[src/rtl/mul_arbiter.sv]
// Two-requester round-robin arbiter in front of a shared 4x4 unsigned multiplier.
// Each operation walks IDLE -> CALC (MUL_LAT cycles) -> DONE; every output is registered.
module mul_arbiter #(
    parameter int unsigned MUL_LAT = 1
) (
    input  logic       Clock,
    input  logic       Reset,
    input  logic       iReq0,
    input  logic [3:0] iA0,
    input  logic [3:0] iB0,
    input  logic       iReq1,
    input  logic [3:0] iA1,
    input  logic [3:0] iB1,
    output logic       oGnt0,
    output logic       oGnt1,
    output logic       oValid,
    output logic [7:0] oResult,
    output logic       oId,
    output logic       oBusy
);

    typedef enum logic [1:0] {
        IDLE = 2'd0,
        CALC = 2'd1,
        DONE = 2'd2
    } state_t;

    localparam logic [3:0] CNT_LOAD = 4'(MUL_LAT - 1);

    state_t     state_q, state_d;
    logic       ptr_q, ptr_d;
    logic [3:0] cnt_q, cnt_d;
    logic [3:0] a_q, a_d;
    logic [3:0] b_q, b_d;
    logic       id_q, id_d;
    logic       gnt0_q, gnt0_d;
    logic       gnt1_q, gnt1_d;
    logic       valid_q, valid_d;
    logic [7:0] result_q, result_d;
    logic       out_id_q, out_id_d;
    logic       busy_q, busy_d;
    logic       win;

    always_comb begin
        // NOTE: every signal gets a default before the case so no path leaves one unassigned (no latches).
        state_d  = state_q;
        ptr_d    = ptr_q;
        cnt_d    = cnt_q;
        a_d      = a_q;
        b_d      = b_q;
        id_d     = id_q;
        gnt0_d   = 1'b0;
        gnt1_d   = 1'b0;
        valid_d  = 1'b0;
        result_d = result_q;
        out_id_d = out_id_q;

        // Contention goes to the pointer; otherwise the sole requester wins.
        win = (iReq0 && iReq1) ? ptr_q : iReq1;

        case (state_q)
            IDLE: begin
                if (iReq0 || iReq1) begin
                    state_d = CALC;
                    id_d    = win;
                    a_d     = win ? iA1 : iA0;
                    b_d     = win ? iB1 : iB0;
                    gnt0_d  = ~win;
                    gnt1_d  = win;
                    cnt_d   = CNT_LOAD;
                    ptr_d   = ~win;
                end
            end
            CALC: begin
                if (cnt_q == 4'd0) begin
                    state_d  = DONE;
                    result_d = {4'd0, a_q} * {4'd0, b_q};
                    out_id_d = id_q;
                    valid_d  = 1'b1;
                end else begin
                    cnt_d = cnt_q - 4'd1;
                end
            end
            DONE:    state_d = IDLE;
            default: state_d = IDLE;
        endcase

        busy_d = (state_d != IDLE);
    end

    always_ff @(posedge Clock) begin
        // NOTE: sequential state uses non-blocking assignments so all flops update together.
        if (!Reset) begin
            state_q  <= IDLE;
            ptr_q    <= 1'b0;
            cnt_q    <= 4'd0;
            a_q      <= 4'd0;
            b_q      <= 4'd0;
            id_q     <= 1'b0;
            gnt0_q   <= 1'b0;
            gnt1_q   <= 1'b0;
            valid_q  <= 1'b0;
            result_q <= 8'd0;
            out_id_q <= 1'b0;
            busy_q   <= 1'b0;
        end else begin
            state_q  <= state_d;
            ptr_q    <= ptr_d;
            cnt_q    <= cnt_d;
            a_q      <= a_d;
            b_q      <= b_d;
            id_q     <= id_d;
            gnt0_q   <= gnt0_d;
            gnt1_q   <= gnt1_d;
            valid_q  <= valid_d;
            result_q <= result_d;
            out_id_q <= out_id_d;
            busy_q   <= busy_d;
        end
    end

    assign oGnt0   = gnt0_q;
    assign oGnt1   = gnt1_q;
    assign oValid  = valid_q;
    assign oResult = result_q;
    assign oId     = out_id_q;
    assign oBusy   = busy_q;

endmodule

[config.mk]
export PLATFORM = sky130hd
export DESIGN_NAME = mul_arbiter
export DESIGN_NICKNAME = d
export VERILOG_FILES = /design/src/rtl/mul_arbiter.sv
export SDC_FILE = /design/constraint.sdc
export NUM_CORES = 1
export LEC_CHECK = 0
export CAP_MARGIN = 40
export CORE_UTILIZATION = 45
export CTS_CLUSTER_SIZE = 16
export DETAILED_ROUTE_END_ITERATION = 10
export PLACE_DENSITY = 0.86
export SYNTH_ARGS = -nofsm -noshare
export SYNTH_HDL_FRONTEND = slang
export SYNTH_SLANG_ARGS = --single-unit
[constraint.sdc]
create_clock -name Clock -period 2.8 [get_ports Clock]
set_clock_uncertainty 0.1 [all_clocks]
set_input_delay 0.42 -clock Clock [delete_from_list [all_inputs] [get_ports Clock]]
set_output_delay 0.42 -clock Clock [all_outputs]
set_load 0.01 [all_outputs]
==> results.json <==
{
  "design.final.nets": 245,
  "die_area_mm2": 0.00370,
  "crit_end": "oResult[6]$_SDFFE_PN0P_",
  "cts_inserted_buffers": 5,
  "most_common_library_cell_in_the_layout_ignoring_fill_and_taps": "sky130_fd_sc_hd__clkdlybuf4s50_1",
  "yosys_warnings": 0,
  "floorplan.core_area_mm2": 0.00318,
  "timing.critical_path.arrival_ns": 2.87,
  "mappedNetlistNets": 206,
  "worst_slew_margin_rel": 0.577,
  "route.final.wire_length_um": 3190,
  "ctsRootBufferMaster": "sky130_fd_sc_hd__clkbuf_4",
  "worst_setup_hold_path_clk_slew_ns": 0.09,
  "top_level_ports": 33,
  "cts-htree-levels": 2,
  "portBuffers": 32,
  "maxClockFrequency_mhz": 368,
  "areaGrowthSynthToFinish_pct": 30.5,
  "cp_common_cell": "sky130_fd_sc_hd__fa_1",
  "timing.critical_path.fanout_max": 2,
  "worst_setup_path_start_kind": "flop",
  "first_global_vias": 1290,
  "drive_above_1_share": 0.0962,
  "worst-r2r-cell-count": 9,
  "die_x_um": 60.8,
  "setup.worst_path.start": "b_q[3]$_SDFFE_PN0P_",
  "globalplace.congestion": 0.815,
  "seq_area_frac_synth": 0.373,
  "p_leak_nw": 0.931,
  "grt_start_max_net_pins": 14,
  "dp_hpwl_um": 2440,
  "report.final.slew_viol_count": 0,
  "yosys.area.top_type": "sky130_fd_sc_hd__dfxtp_1",
  "crit_path_max_cell_delay_ns": 0.54,
  "routed_wire_length_per_instance_um": 12.7,
  "post_synth_main_area_contributors": "sky130_fd_sc_hd__dfxtp_1, sky130_fd_sc_hd__ha_1, sky130_fd_sc_hd__a222oi_1",
  "die-height_um": 60.8,
  "preCtsSetupSlack_ns": -0.0296,
  "synthesis.instances": 168,
  "synthesis.area_per_instance_um2": 9.26,
  "setup-violations-final": 0,
  "timing.final.hold_violations": 0,
  "cap_violations": 0,
  "hp_class": "reg -> reg",
  "holdWs_ns": 0.355,
  "critical_path.endpoint_type": "flop",
  "cts_num_sinks": 29,
  "insertion_delay_ns": 0.33,
  "ant_nets": 0,
  "worst_path_max_delay_cell": "sky130_fd_sc_hd__fa_1",
  "drt_pre_antenna_iters": 4,
  "status": "finished, final reports clean",
  "detail_route.vias_per_cell": 5.39,
  "crit_chain": "nand2_1, fa_1, inv_1, fa_1, fa_2, a21o_1, a21oi_2, nand4_1, o211ai_2",
  "drt_first_iter_violations": 77,
  "ctsLongestPathBuffers": 2,
  "num_vias": 1358,
  "global_route.overflow_total": 0,
  "synth.cell_area_mm2": 0.00156,
  "cts_tree": "built",
  "critPathRequiredTime_ns": 2.95,
  "grt_usage": 0.208,
  "crit-reg2reg-launch": "b_q[3]$_SDFFE_PN0P_",
  "number_of_antenna_violations_at_the_first_check_in_global_routing": 0,
  "rsz0062_at_grt": "false",
  "vdd_drop_max_v": 0.000349,
  "final.setup.worst_slack_ns": 0.0817,
  "initial_core_util": 0.490,
  "power_density_mw_per_mm2": 760,
  "timing_worst_slew_pin_value_ns": 0.635,
  "ys_types": 41,
  "grt_first_pass_wirelength_um": 5550,
  "worstSetupPathType": "reg -> reg",
  "antenna-diode-count": 0,
  "r2r_slack_ns": 0.08,
  "layout_worst_path_cycle_share": 0.971,
  "placed_cells_incl_taps": 244,
  "layout_common_cells": "sky130_fd_sc_hd__clkdlybuf4s50_1, sky130_fd_sc_hd__dfxtp_1, sky130_fd_sc_hd__nand2_1",
  "drc_violations": 0,
  "r2r_end": "oResult[6]$_SDFFE_PN0P_",
  "std_cell_rows": 20,
  "synth_seq_cells": 29,
  "finalCriticalPeriod_ns": 2.72,
  "top_area_cell_type_share_of_the_netlist_area": 0.373,
  "final-instance-count-excl-fill": 252
}
==> power breakdown <==
group / internal (mW) / total (mW) / switching [mW]
combinational: 0.297 / 0.609 / 0.312
sequential: 0.510 / 0.575 / 0.0648
clock: 0.213 / 0.361 / 0.147
==> registers in the layout (all words and copies together), names as in the netlist <==
name,flops
state_q,2
oId,1
oValid,1
oGnt1,1
id_q,1
ptr_q,1
oGnt0,1
oBusy,1
cnt_q,4
oResult,8
a_q,4
b_q,4
==> metrics by stage <==
| stage | TNS, ns | power (mW) | utilization | instance area [µm²] |
|---|---|---|---|---|
| after floorplan | 0 | 0.998 | - | 1560 |
| after global placement | 0 | 1.17 | 0.610 | 1940 |
| after detailed placement | -0.0296 | 1.19 | 0.610 | 1940 |
| after CTS | 0 | 1.55 | 0.639 | 2030 |
| after global routing | 0 | 1.67 | 0.639 | 2030 |
| final | 0 | 1.54 | 0.639 | 2030 |
==> worst max-delay path, delay by kind of cell (launching register included) <==
kind,cells,cell delay [ns]
and+or+nand+nor,2,0.21
adders and majority gates,3,1.47
AOI/OAI and AO/OA,3,0.48
buffers and inverters,1,0.05
DFF,1,0.34
==> synthesized netlist by cell type (all sizes together) <==
cell type  instances
a211oi             1
a21o               3
a21oi              8
a222oi             8
a31oi              1
and2              11
and3               2
and4bb             1
buf                2
clkbuf             5
dfxtp             29
fa                 4
ha                14
inv               16
mux2i              1
nand2             18
nand2b             2
nand3              6
nand3b             1
nand4              1
nand4b             3
nor2               9
nor2b              1
nor3               4
nor3b              1
nor4               1
nor4b              1
o211ai             4
o21bai             1
o31a               1
or2                1
or2b               1
or3                1
or3b               1
or4                1
xnor2              1
xor2               2
==> repair_timing <==
item | in CTS | in global routing
hold buffers | 0 | 0
setup endpoints to repair | 1 | 1
pin swaps | 0 | 1
gates resized for setup | 2 | 0
buffers inserted | 0 | 0
==> worst min-delay path by stage <==
stage	cells after the start	end	slack (ns)	start
2_1_floorplan	1	id_q$_SDFFE_PN0P_	0.33	id_q$_SDFFE_PN0P_
3_3_place_gp	1	id_q$_SDFFE_PN0P_	0.33	id_q$_SDFFE_PN0P_
3_5_place_dp	1	id_q$_SDFFE_PN0P_	0.34	id_q$_SDFFE_PN0P_
4_1_cts	2	oResult[0]$_SDFFE_PN0P_	0.36	oResult[0]$_SDFFE_PN0P_
5_1_grt	2	oResult[0]$_SDFFE_PN0P_	0.38	oResult[0]$_SDFFE_PN0P_
6_report	2	oResult[0]$_SDFFE_PN0P_	0.36	oResult[0]$_SDFFE_PN0P_
==> cell families after synthesis <==
family,Yosys count,synth area share
mux,1,0.00643
xor+xnor,3,0.0169
flops,29,0.373
compound gates,27,0.133
fa+ha+maj,18,0.164
simple gates,67,0.239
buf+inv,23,0.0675
==> cell type report <==
cell class / count / area [µm²]
Clock buffer: 7 / 55.1
Clock inverter: 1 / 30.0
Fill cell: 272 / 1150
Inverter: 16 / 60.1
Multi-Input combinational cell: 116 / 877
Sequential cell: 29 / 581
Tap cell: 44 / 55.1
Timing Repair Buffer: 39 / 373
==> per-layer routing <==
metal | GRT usage | part of all wire | up-vias
li1 | - | - | 666
met5 | 0 | 0 | -
met1 | 0.242 | 0.45 | 651
met2 | 0.366 | 0.50 | 36
met4 | 0.0877 | 0.013 | 0
met3 | 0.0469 | 0.039 | 5
(Power assumes the default switching activity.)
